**src/rtl/cache_refill_ctrl_if.sv**
```systemverilog
// Bundles the requester, tag-store, RAM and response signals of the cache refill controller.
// The master modport is the controller's view; the slave modport is its environment's view.
interface cache_refill_ctrl_if #(
   parameter int WORD_WID = 64,
   parameter int BEATS    = 4,
   parameter int WAY_WID  = 2
);
   localparam int BEAT_WID = $clog2(BEATS);

   logic                req0_valid_i;
   logic [31:0]         req0_addr_i;
   logic                req0_ready_o;
   logic                req1_valid_i;
   logic [31:0]         req1_addr_i;
   logic                req1_ready_o;
   logic                lk_valid_o;
   logic [31:0]         lk_addr_o;
   logic                lk_hit_i;
   logic [WORD_WID-1:0] lk_data_i;
   logic [WAY_WID-1:0]  victim_way_i;
   logic                mem_req_o;
   logic [31:0]         mem_addr_o;
   logic                mem_gnt_i;
   logic                mem_rvalid_i;
   logic [WORD_WID-1:0] mem_rdata_i;
   logic                fill_we_o;
   logic [WAY_WID-1:0]  fill_way_o;
   logic [BEAT_WID-1:0] fill_beat_o;
   logic [WORD_WID-1:0] fill_data_o;
   logic                tag_we_o;
   logic                tag_valid_o;
   logic                resp_valid_o;
   logic                resp_id_o;
   logic [WORD_WID-1:0] resp_data_o;

   modport master (
      input  req0_valid_i, req0_addr_i, req1_valid_i, req1_addr_i,
      input  lk_hit_i, lk_data_i, victim_way_i,
      input  mem_gnt_i, mem_rvalid_i, mem_rdata_i,
      output req0_ready_o, req1_ready_o, lk_valid_o, lk_addr_o,
      output mem_req_o, mem_addr_o,
      output fill_we_o, fill_way_o, fill_beat_o, fill_data_o,
      output tag_we_o, tag_valid_o,
      output resp_valid_o, resp_id_o, resp_data_o
   );

   modport slave (
      output req0_valid_i, req0_addr_i, req1_valid_i, req1_addr_i,
      output lk_hit_i, lk_data_i, victim_way_i,
      output mem_gnt_i, mem_rvalid_i, mem_rdata_i,
      input  req0_ready_o, req1_ready_o, lk_valid_o, lk_addr_o,
      input  mem_req_o, mem_addr_o,
      input  fill_we_o, fill_way_o, fill_beat_o, fill_data_o,
      input  tag_we_o, tag_valid_o,
      input  resp_valid_o, resp_id_o, resp_data_o
   );
endinterface

```
**src/rtl/cache_refill_ctrl.sv**
```systemverilog
// Round-robin front end for fetch/data requesters: tag lookup, and on a miss victim
// invalidation, line burst refill, tag validation and return of the requested word.
module cache_refill_ctrl #(
   parameter int WORD_WID = 64,
   parameter int BEATS    = 4,
   parameter int IDX_WID  = 3,
   parameter int WAY_WID  = 2
) (
   input  logic clk_i,
   input  logic rst_ni,
   cache_refill_ctrl_if.master bus
);
   localparam int BEAT_WID = $clog2(BEATS);
   localparam int BYTE_OFF = $clog2(WORD_WID / 8);
   localparam int LINE_OFF = BYTE_OFF + BEAT_WID;

   if (LINE_OFF + IDX_WID > 32) begin : g_addr_chk
      $error("cache_refill_ctrl: offset plus index exceed the 32-bit address");
   end

   typedef enum logic [2:0] {
      S_IDLE, S_LOOKUP, S_CHECK, S_INVAL, S_MISS_REQ, S_FILL, S_UPDATE, S_RESP
   } state_e;

   state_e              state_q, state_d;
   logic [31:0]         addr_q, addr_d;
   logic                id_q, id_d;
   logic                last_q, last_d;
   logic [WAY_WID-1:0]  way_q, way_d;
   logic [BEAT_WID-1:0] cnt_q, cnt_d;
   logic [WORD_WID-1:0] word_q, word_d;
   logic                grant0, grant1;
   logic [BEAT_WID-1:0] word_off;

   // A tie goes to the port that did not win last time.
   assign grant0   = bus.req0_valid_i & (~bus.req1_valid_i | last_q);
   assign grant1   = bus.req1_valid_i & (~bus.req0_valid_i | ~last_q);
   assign word_off = addr_q[BYTE_OFF +: BEAT_WID];

   always_comb begin
      state_d = state_q;
      addr_d  = addr_q;
      id_d    = id_q;
      last_d  = last_q;
      way_d   = way_q;
      cnt_d   = cnt_q;
      word_d  = word_q;

      bus.req0_ready_o = 1'b0;
      bus.req1_ready_o = 1'b0;
      bus.lk_valid_o   = 1'b0;
      bus.lk_addr_o    = addr_q;
      bus.mem_req_o    = 1'b0;
      bus.mem_addr_o   = {addr_q[31:LINE_OFF], {LINE_OFF{1'b0}}};
      bus.fill_we_o    = 1'b0;
      bus.fill_way_o   = way_q;
      bus.fill_beat_o  = cnt_q;
      bus.fill_data_o  = '0;
      bus.tag_we_o     = 1'b0;
      bus.tag_valid_o  = 1'b0;
      bus.resp_valid_o = 1'b0;
      bus.resp_id_o    = id_q;
      bus.resp_data_o  = word_q;

      case (state_q)
         S_IDLE: begin
            // Readies are qualified by reset so every output is low while it is held.
            bus.req0_ready_o = grant0 & rst_ni;
            bus.req1_ready_o = grant1 & rst_ni;
            if (grant0 || grant1) begin
               addr_d  = grant1 ? bus.req1_addr_i : bus.req0_addr_i;
               id_d    = grant1;
               last_d  = grant1;
               state_d = S_LOOKUP;
            end
         end
         S_LOOKUP: begin
            bus.lk_valid_o = 1'b1;
            state_d        = S_CHECK;
         end
         S_CHECK: begin
            if (bus.lk_hit_i) begin
               word_d  = bus.lk_data_i;
               state_d = S_RESP;
            end else begin
               way_d   = bus.victim_way_i;
               state_d = S_INVAL;
            end
         end
         S_INVAL: begin
            // Victim is invalidated before any beat lands so it never looks valid half-filled.
            bus.tag_we_o    = 1'b1;
            bus.tag_valid_o = 1'b0;
            state_d         = S_MISS_REQ;
         end
         S_MISS_REQ: begin
            bus.mem_req_o = 1'b1;
            if (bus.mem_gnt_i) state_d = S_FILL;
         end
         S_FILL: begin
            if (bus.mem_rvalid_i) begin
               bus.fill_we_o   = 1'b1;
               bus.fill_data_o = bus.mem_rdata_i;
               cnt_d           = cnt_q + 1'b1;
               if (cnt_q == word_off) word_d = bus.mem_rdata_i;
               if (cnt_q == BEAT_WID'(BEATS - 1)) state_d = S_UPDATE;
            end
         end
         S_UPDATE: begin
            bus.tag_we_o    = 1'b1;
            bus.tag_valid_o = 1'b1;
            state_d         = S_RESP;
         end
         S_RESP: begin
            bus.resp_valid_o = 1'b1;
            state_d          = S_IDLE;
         end
         default: state_d = S_IDLE;
      endcase
   end

   always_ff @(posedge clk_i or negedge rst_ni) begin
      if (!rst_ni) begin
         state_q <= S_IDLE;
         addr_q  <= '0;
         id_q    <= 1'b0;
         last_q  <= 1'b1;
         way_q   <= '0;
         cnt_q   <= '0;
         word_q  <= '0;
      end else begin
         state_q <= state_d;
         addr_q  <= addr_d;
         id_q    <= id_d;
         last_q  <= last_d;
         way_q   <= way_d;
         cnt_q   <= cnt_d;
         word_q  <= word_d;
      end
   end
endmodule
```
**src/flat_wrapper.sv**
```systemverilog
// flat-port wrapper written by rule: the top's interface ports become plain ports
module cache_refill_ctrl_flat 
#(
   parameter int WORD_WID = 64,
   parameter int BEATS    = 4,
   parameter int IDX_WID  = 3,
   parameter int WAY_WID  = 2
)
  (clk_i, rst_ni, bus_req0_valid_i, bus_req0_addr_i, bus_req1_valid_i, bus_req1_addr_i, bus_lk_hit_i, bus_lk_data_i, bus_victim_way_i, bus_mem_gnt_i, bus_mem_rvalid_i, bus_mem_rdata_i, bus_req0_ready_o, bus_req1_ready_o, bus_lk_valid_o, bus_lk_addr_o, bus_mem_req_o, bus_mem_addr_o, bus_fill_we_o, bus_fill_way_o, bus_fill_beat_o, bus_fill_data_o, bus_tag_we_o, bus_tag_valid_o, bus_resp_valid_o, bus_resp_id_o, bus_resp_data_o);
  cache_refill_ctrl_if #(.WORD_WID(WORD_WID), .BEATS(BEATS), .WAY_WID(WAY_WID)) bus_i ();
  input  logic clk_i;
  input  logic rst_ni;
  input wire logic [$bits(bus_i.req0_valid_i)-1:0] bus_req0_valid_i;
  input wire logic [$bits(bus_i.req0_addr_i)-1:0] bus_req0_addr_i;
  input wire logic [$bits(bus_i.req1_valid_i)-1:0] bus_req1_valid_i;
  input wire logic [$bits(bus_i.req1_addr_i)-1:0] bus_req1_addr_i;
  input wire logic [$bits(bus_i.lk_hit_i)-1:0] bus_lk_hit_i;
  input wire logic [$bits(bus_i.lk_data_i)-1:0] bus_lk_data_i;
  input wire logic [$bits(bus_i.victim_way_i)-1:0] bus_victim_way_i;
  input wire logic [$bits(bus_i.mem_gnt_i)-1:0] bus_mem_gnt_i;
  input wire logic [$bits(bus_i.mem_rvalid_i)-1:0] bus_mem_rvalid_i;
  input wire logic [$bits(bus_i.mem_rdata_i)-1:0] bus_mem_rdata_i;
  output wire logic [$bits(bus_i.req0_ready_o)-1:0] bus_req0_ready_o;
  output wire logic [$bits(bus_i.req1_ready_o)-1:0] bus_req1_ready_o;
  output wire logic [$bits(bus_i.lk_valid_o)-1:0] bus_lk_valid_o;
  output wire logic [$bits(bus_i.lk_addr_o)-1:0] bus_lk_addr_o;
  output wire logic [$bits(bus_i.mem_req_o)-1:0] bus_mem_req_o;
  output wire logic [$bits(bus_i.mem_addr_o)-1:0] bus_mem_addr_o;
  output wire logic [$bits(bus_i.fill_we_o)-1:0] bus_fill_we_o;
  output wire logic [$bits(bus_i.fill_way_o)-1:0] bus_fill_way_o;
  output wire logic [$bits(bus_i.fill_beat_o)-1:0] bus_fill_beat_o;
  output wire logic [$bits(bus_i.fill_data_o)-1:0] bus_fill_data_o;
  output wire logic [$bits(bus_i.tag_we_o)-1:0] bus_tag_we_o;
  output wire logic [$bits(bus_i.tag_valid_o)-1:0] bus_tag_valid_o;
  output wire logic [$bits(bus_i.resp_valid_o)-1:0] bus_resp_valid_o;
  output wire logic [$bits(bus_i.resp_id_o)-1:0] bus_resp_id_o;
  output wire logic [$bits(bus_i.resp_data_o)-1:0] bus_resp_data_o;
  assign bus_i.req0_valid_i = bus_req0_valid_i;
  assign bus_i.req0_addr_i = bus_req0_addr_i;
  assign bus_i.req1_valid_i = bus_req1_valid_i;
  assign bus_i.req1_addr_i = bus_req1_addr_i;
  assign bus_i.lk_hit_i = bus_lk_hit_i;
  assign bus_i.lk_data_i = bus_lk_data_i;
  assign bus_i.victim_way_i = bus_victim_way_i;
  assign bus_i.mem_gnt_i = bus_mem_gnt_i;
  assign bus_i.mem_rvalid_i = bus_mem_rvalid_i;
  assign bus_i.mem_rdata_i = bus_mem_rdata_i;
  assign bus_req0_ready_o = bus_i.req0_ready_o;
  assign bus_req1_ready_o = bus_i.req1_ready_o;
  assign bus_lk_valid_o = bus_i.lk_valid_o;
  assign bus_lk_addr_o = bus_i.lk_addr_o;
  assign bus_mem_req_o = bus_i.mem_req_o;
  assign bus_mem_addr_o = bus_i.mem_addr_o;
  assign bus_fill_we_o = bus_i.fill_we_o;
  assign bus_fill_way_o = bus_i.fill_way_o;
  assign bus_fill_beat_o = bus_i.fill_beat_o;
  assign bus_fill_data_o = bus_i.fill_data_o;
  assign bus_tag_we_o = bus_i.tag_we_o;
  assign bus_tag_valid_o = bus_i.tag_valid_o;
  assign bus_resp_valid_o = bus_i.resp_valid_o;
  assign bus_resp_id_o = bus_i.resp_id_o;
  assign bus_resp_data_o = bus_i.resp_data_o;
  cache_refill_ctrl #(.WORD_WID(WORD_WID), .BEATS(BEATS), .IDX_WID(IDX_WID), .WAY_WID(WAY_WID)) u_core (.clk_i(clk_i), .rst_ni(rst_ni), .bus(bus_i));
endmodule
```
**config.mk**
```make
export PLATFORM = sky130hd
export DESIGN_NAME = cache_refill_ctrl_flat
export DESIGN_NICKNAME = d
export VERILOG_FILES = /design/src/rtl/cache_refill_ctrl_if.sv /design/src/rtl/cache_refill_ctrl.sv /design/src/flat_wrapper.sv
export SDC_FILE = /design/constraint.sdc
export NUM_CORES = 1
export LEC_CHECK = 0
export ABC_AREA = 1
export CORE_AREA = 5 5 156 158
export CTS_CLUSTER_DIAMETER = 120
export CTS_CLUSTER_SIZE = 30
export DETAILED_ROUTE_END_ITERATION = 6
export DIE_AREA = 0 0 161 163
export GPL_ROUTABILITY_DRIVEN = 1
export PLACE_DENSITY = 0.69
export SLEW_MARGIN = 0
export SYNTH_ARGS = -nofsm -noshare
export SYNTH_HDL_FRONTEND = slang
export SYNTH_SLANG_ARGS = --single-unit
```
**constraint.sdc**
```tcl
create_clock -name clk_i -period 1.5 [get_ports clk_i]
set_input_delay 0.225 -clock clk_i [delete_from_list [all_inputs] [get_ports clk_i]]
set_output_delay 0.225 -clock clk_i [all_outputs]
set_load 0.1 [all_outputs]
```
=== Yosys cells after proc, flatten, opt, wreduce, memory -nomap -nowiden ===
Index checks and enable logic that the tools add are counted.

* Bits in registers: 105
* Latch bits: 0
* Bits in writable memories: 0
* Bits in read-only memories: 0
* Bits of input ports: 201
* Output and inout port bits: 205
* Logic and storage cells: 64
* Memories kept: 0

* $add $sub $neg: 1
* Multipliers: 0
* Divide/modulo/power cells: 0
* Order comparisons: 0
* Eq/ne operators: 15
* Shift operators: 0
* Multiplexer cells: 22
* Bitwise gates (word level): 10
* Reductions and logical operators: 9

{| class="wikitable"
|+ Operators by type and width
! operator !! count
|-
| 2-to-1 mux 64 bit || 5
|-
| case mux 64 bit (2 select lines) || 1
|-
| 2-to-1 mux 32 bit || 1
|-
| case mux 3 bit (8 select lines) || 1
|-
| 2-to-1 mux 3 bit || 5
|-
| equality test 3 bit (second input constant) || 4
|-
| 2-to-1 mux 1 bit || 9
|-
| AND reduction 4 bit || 2
|-
| equality test 3 x 2 -> 1 bit (second input constant) || 2
|-
| != test 2 x 1 -> 1 bit (second input constant) || 3
|-
| != test 2 bit (second input constant) || 3
|-
| AND reduction 2 bit || 3
|-
| bitwise AND 1 bit || 4
|-
| inverter 1 bit || 4
|-
| equality test 3 x 1 -> 1 bit (second input constant) || 1
|-
| zero test 3 bit || 1
|-
| adder 2 x 1 -> 2 bit (second input constant) || 1
|-
| equality test 2 bit || 1
|-
| equality test 2 bit (second input constant) || 1
|-
| bitwise OR 1 bit || 2
|-
| nonzero test 2 bit || 1
|-
| OR reduction 2 bit || 1
|-
| logical OR 1 bit || 1
|}

=== Depth between registers and ports, before layout ===
* Depth in word-level cells: 6
* Mapped depth: 9
* Depth with buffers taken out: 8

=== Worst setup path before layout ===
OpenSTA, ideal clock, no wires.

* Kind: flip-flop to output port
* Start: register u_core.state_q[1]
* End: output bus_fill_data_o[10]
* Arrival: 2827 ps
* Required time: 1275 ps
* Slack: -1552 ps
* Cell stages (with the launch flop): 7
* Buffers on the path: 1
* Cell sequence: dfrtp_1 > inv_2 > nand3_4 > nor2_4 > inv_2 > clkbuf_1 > nor2_1

* Word-level cells in the longest chain between the ends: 2

{| class="wikitable"
|+ Ends and longest elaborated chain
! item !! RTL line !! RTL
|-
| start, declared || cache_refill_ctrl.sv:25 || <nowiki>state_e state_q, state_d;</nowiki>
|-
| start signal, assigned || cache_refill_ctrl.sv:132 || <nowiki>state_q <= state_d;</nowiki>
|-
| equality test 3 bit || cache_refill_ctrl.sv:65 || <nowiki>case (state_q)</nowiki>
|-
| 2-to-1 mux 64 bit || cache_refill_ctrl.sv:65 ||
|-
| end, declared || flat_wrapper.sv:32 || <nowiki>output wire logic [$bits(bus_i.fill_data_o)-1:0] bus_fill_data_o;</nowiki>
|}

Every way passes these cells.

=== Worst setup path in the final report ===
* Start: register u_core.state_q[1]
* End: output bus_fill_data_o[24]

Same word-level chain as after synthesis.

==> flow_summary.ini <==
[outcome]
status = complete, but fails checks
violations = setup timing

[finish]
diodes = 0
nNetsFinal = 1538
utilization_pct = 66.8
stdcell_area_um2 = 15400
nFillCells = 1710
syn_to_final_growth_pct = 148
drive_gt1_share_pct = 44.3

[timing]
maxSlewHeadroom_pct = 60.8
period_minus_slack_ns = 1.93
worst_slew_pin_slew_ns = 0.587
worst_slack_ns = -0.435
finClkSkew_ns = 0.00909
rsz0062_at_grt = true
fin_crit_sh_pct = 129
fin_setup_tns_ns = -43.61
hold_viol = 0
max_freq_mhz = 517
slew_viol_final = 0
finalSetupViolCount = 143

[drt]
wl_per_cell_um = 19.3
initialDrtViolationCount = 489
vias = 7647
drc = 0
vias_per_cell = 4.69
ant_nets = 0
routed_wl_um = 31500
drt-pass1-iter-count = 6

[grt]
grt_pass1_wl_um = 43800
track_usage_pct = 21.3
overflow = 0
antenna_found_initial = 0
grt_pass1_vias = 7633
grt_start_max_net_pins = 106

[clock_network]
cts_buffers = 9
htreeDepth = 3
cts_tree = built
clockBufferDepth = 2
clk_pin_slew_ns = 0.08
clkSinkCount = 105
cts_hold_buf = 0
cts_root_buf = clkbuf_16
clk_latency_ns = 0.35

[synthesis]
netlist_area_um2 = 6190
synth_edf_count = 0
async_reset_ff_share_pct = 100
yosys_warnings = 0
yosysTopAreaCellShare_pct = 42.0
synth-main-ff-cell = dfrtp_1
yosysTopAreaCell = dfrtp_1
seq_area_frac_synth_pct = 42.5
ys_top_cells_by_count = 376 x nand2_1, 104 x dfrtp_1, 100 x nand3_1
synth_cell_type_count = 26
yosysMostFrequentCell = nand2_1
synth.area.top_cells = dfrtp_1 42%, nand2_1 23%, nand3_1 8.1%
syn_avg_cell_area_um2 = 6.84
synth_seq_cells = 105
synthCells = 905

[die]
io_pins = 406
die_y_um = 163
start_util_pct = 26.9
die_w_um = 161
die_area_um2 = 26200
num_rows = 56
coreArea_um2 = 23000

[place]
dp_slack_ns = -0.304
gp_congestion = 0.839
placed_area_um2 = 13000
dp_hpwl_um = 20600
portBuffers = 400

[setup_path]
crit_type = flop to output pin
start_kind = flop
endpoint_kind = output pin
crit_path_max_fanout = 8
rr_startpoint = u_core.state_q[0]
startpoint = u_core.state_q[1]
required_ns = 1.27
arrival_ns = 1.71

[hold_path]
hold_path_class = input pin to asynchronous set/reset pin

[flow_run]
drv_cap = 0
-- layout by cell type (no fill, tap or decap), types with 2 or more instances in the layout --
cell / instances
a21oi_1: 2
buf_12: 227
buf_16: 14
buf_4: 28
buf_6: 19
buf_8: 5
bufinv_16: 2
clkbuf_16: 20
clkdlybuf4s50_1: 199
clkinv_4: 2
clkinvlp_4: 2
conb_1: 5
dfrtp_1: 72
dfrtp_2: 28
dfrtp_4: 4
inv_1: 71
inv_2: 4
inv_4: 2
nand2_1: 256
nand2_2: 84
nand2_4: 36
nand2_8: 3
nand3_1: 71
nand3_2: 23
nand3_4: 8
nor2_1: 2
nor2_4: 73
nor3_4: 2
o21ai_0: 32
o21ai_1: 33
o21ai_2: 2
-- final cells by class --
type,count,area (um^2),area share [%]
Timing Repair inverter,1,8.76,0.0570
Multi-Input combinational cell,637,3960,25.8
Clock buffer,10,229,1.49
Sequential cell,105,2680,17.4
Tap cell,290,363,2.36
Timing Repair Buffer,503,7700,50.1
Inverter,79,327,2.13
Clock inverter,6,92.6,0.603
-- per-layer routing --
metal | global-route usage [%] | vias to the layer above | wire length [um]
li1 | - | 3633 | -
met1 | 23.5 | 3623 | 10900
met2 | 40.1 | 344 | 17300
met3 | 6.30 | 47 | 2460
met4 | 5.62 | 0 | 773
met5 | 0 | - | 0
-- critical path, cell delays in order (launching register included) --
cell and delay, ns:
dfrtp_1 0.39, inv_2 0.08, nand3_4 0.09, nor2_4 0.11
buf_12 0.14, inv_6 0.07, buf_16 0.16, nor2_4 0.11
buf_12 0.18
-- per-stage QoR --
stage	hold slack [ns]	std cells
after floorplan	-0.0706	909
after global placement	0.443	1556
after detailed placement	0.437	1556
after CTS	0.0521	1616
after global routing	0.0532	1631
final	0.0188	1631
-- kinds of logic after synthesis --
logic type                 count (synthesis)  synth area share [%]
and+or+nand+nor                          559                  37.0
buffers and inverters                    167                  14.4
DFF                                      105                  42.5
AOI/OAI and AO/OA                         71                  5.74
xor gates and xnor gates                   1                 0.141
adders and majority gates                  1                 0.202
other                                      1                0.0606
-- timing repair --
| item | 4_1_cts | 5_1_grt |
|---|---|---|
| endpoints found under the setup margin | 167 | 172 |
| cloned | 19 | 15 |
| pin swaps | 29 | 56 |
| gates resized for setup | 74 | 244 |
| setup buffers | 27 | 16 |
-- flip-flops by register name, summed over array words and instances (netlist names) --
register and count:
u_core.bus.fill_way_o 2, u_core.state_q 3, u_core.bus.resp_data_o 64, u_core.bus.fill_beat_o 2, u_core.bus.resp_id_o 1, u_core.last_q 1
u_core.bus.lk_addr_o 32
-- final timing paths --
kind                                               to  slack, ns  cells past startpoint
min                           u_core.bus.lk_addr_o[7]       0.02                      2
min reg2reg                u_core.bus.resp_data_o[37]       0.54                      2
max                               bus_fill_data_o[24]      -0.43                      8
max in group asynchronous   u_core.bus.fill_beat_o[0]       1.01                      2
min in group clk_i           u_core.bus.fill_way_o[1]       0.44                      3
max reg2reg                u_core.bus.resp_data_o[54]      -0.30                     11
Power is left out: the tool's default activity adds up to more than one toggle a clock period on the data nets, which glitch-free logic cannot reach.
==> RTL edit (same settings) <==
The 8 states of `state_e` get a one-hot encoding in 8 bits.
--- a/src/rtl/cache_refill_ctrl.sv
+++ b/src/rtl/cache_refill_ctrl.sv
@@ -20,4 +20,4 @@
 
-   typedef enum logic [2:0] {
-      S_IDLE, S_LOOKUP, S_CHECK, S_INVAL, S_MISS_REQ, S_FILL, S_UPDATE, S_RESP
+   typedef enum logic [7:0] {
+      S_IDLE = 8'b00000001, S_LOOKUP = 8'b00000010, S_CHECK = 8'b00000100, S_INVAL = 8'b00001000, S_MISS_REQ = 8'b00010000, S_FILL = 8'b00100000, S_UPDATE = 8'b01000000, S_RESP = 8'b10000000
    } state_e;
Function: no difference found for any inputs over 4 cycles, from zero or initial values and one cycle with rst_ni low; so few cycles prove little.
==> RTL edit against the original RTL <==
- the run still ends with setup timing left
- area after synthesis increased by 8.1%
- routed wire length increased by 5.2%
- fmax decreased by 9.0%
- non-clock buffer count increased by 31
- cell count increased by 0.67%
- sequential cell count increased by 5
- utilization increased by 3.2 points
- critical path type unchanged
- synthesized cell count decreased by 2.4%
- setup slack got worse by 0.19 ns
- final area increased by 4.8%
==> RTL edit: results (changes against the original RTL) <==
[run_status]
violations = setup timing
status = complete, but fails checks

[placed_design]
dp_hpwl_um = 21100  ; +2.0%
gp_congestion = 0.784  ; -6.6%
portBuffers = 400  ; unchanged

[critical_path]
critPathMaxFanout = 8  ; unchanged
startpoint = u_core.state_q[2]
worstPathArrival_ns = 1.90  ; +0.19 ns
cp_slowest_cell = dfrtp_1
regToRegStartpoint = u_core.state_q[7]
critPathTopFamily = simple AND/OR/NAND/NOR gates
crit_path_start_kind = register
slowest_delay_ns = 0.41  ; +0.02 ns

[grt]
grt_use_total = 0.243  ; +0.0296
grt_max_degree = 73  ; -31%
grt_pass1_wl_um = 49200  ; +12%
antenna_found_initial = 2  ; +2
first_global_vias = 8457  ; +11%

[clock_network]
clkSlewWorstSetupHoldPaths_ns = 0.07
cts_buffers = 9  ; unchanged
cts_max_path_buffers = 2  ; unchanged
htreeDepth = 3  ; unchanged
insertion_delay_ns = 0.35  ; about the same
clockRootBuffer = clkbuf_16

[hold_path]
hp-class = in2reg
hp-start = bus_victim_way_i[0]

[sta]
setup_slack_ns = -0.625  ; -0.190 ns
finClkSkew_ns = 0.00840  ; -0.000686 ns
setup_violations = 174  ; +22%

[synth]
synth_warnings = 0  ; unchanged
synth_commonest_cells = 261 x nand2_1, 108 x dfrtp_1, 86 x inv_1
synth.distinct_cells = 27  ; +3.8%
synth_area_leaders = dfrtp_1 40%, nand2_1 15%, o21ai_2 6.5%, nand3_1 5.5%, inv_1 4.8%
synthArstFlopShare = 1.00  ; unchanged
yosysSeqAreaShare = 0.411  ; -0.0131
synth_flop_cell = dfrtp_1

[power_and_ir_drop]
ir_drop_v = 0.00261
p_per_area_nw_per_um2 = 2040
p_leak_uw = 0.00733

[drt]
viasPerCell = 4.79  ; +2.1%
first_pass_iters = 4  ; -2
routedWlPerCell_um = 20.2  ; +4.5%
drt_iter0_drc = 342  ; -30%

[cells_and_area]
layout-drive-gt1-share = 0.471  ; +0.0278
nets = 1548  ; +0.65%
largest_reg_flops = 64  ; unchanged

==> RTL edit: power by group <==
| part | leakage, uW | internal (uW) | switching (uW) |
|---|---|---|---|
| combinational | 0.00584 | 8770 | 15500 |
| clock | 0.000136 | 1350 | 1110 |
| sequential | 0.00135 | 4350 | 1780 |
==> RTL edit: cells by family (layout without fill, tap and decap cells) <==
logic type      Yosys count  count (layout)  synth area share
fa+ha+maj                 1               1           0.00187
other cells               1               6          0.000560
simple gates            461             461             0.300
compound gates          132             132             0.138
flops                   110             110             0.411
buf+inv                 176             640             0.145
xor+xnor                  2               2           0.00262
==> RTL edit: repair_timing <==
item	in CTS	in global routing
buffers inserted	39	14
endpoints found under the setup margin	169	176
hold buffers	1	0
endpoints found under the hold margin	6	0
gates cloned	34	4
resized for setup	135	66
pin swaps	29	49
==> RTL edit: layout make-up <==
cell class	count	area, um^2
antenna	1	2.50
fill	1565	6880
sequential	110	2800
tap	290	363
multi-input combinational	601	4000
clock inverter	3	45.0
timing repair buffer	534	8270
clock buffer	13	250
inverter	90	370
==> RTL edit: final timing paths <==
kind / depth (start not counted) / slack, ns / end
max in group asynchronous: 4 / 0.35 / u_core.last_q
setup reg to reg: 15 / -0.55 / u_core.bus.resp_data_o[13]
min in group asynchronous: 3 / 0.48 / u_core.bus.resp_data_o[26]
hold reg to reg: 2 / 0.53 / u_core.last_q
hold / removal: 3 / 0.41 / u_core.bus.fill_way_o[0]
setup / recovery: 8 / -0.63 / bus_fill_data_o[53]
==> RTL edit: tightest hold or removal path: stages <==
cell	delay (ns)
clkdlybuf4s50_1	0.40
nand2_1	0.06
nand2_1	0.04
==> RTL edit: through the flow <==
stage	power [uW]	setup TNS [ns]	cell area, um^2	worst slack [ns]	std cells
after floorplan	19900	-24.75	7450	-0.551	887
final	32800	-84.69	16100	-0.625	1642
after global routing	33900	-98.97	16100	-0.707	1642
after global placement	28700	-38.43	13600	-0.392	1537
after CTS	32600	-81.78	15600	-0.626	1627
after detailed placement	28900	-38.92	13600	-0.404	1537
==> RTL edit: per-layer routing <==
metal  vias up  GRT usage  share of wire
met5         -          0        0.00051
met4         2     0.0942          0.024
met3        46     0.0673          0.078
met2       340      0.436           0.53
met1      3777      0.274           0.37
li1       3698          -              -
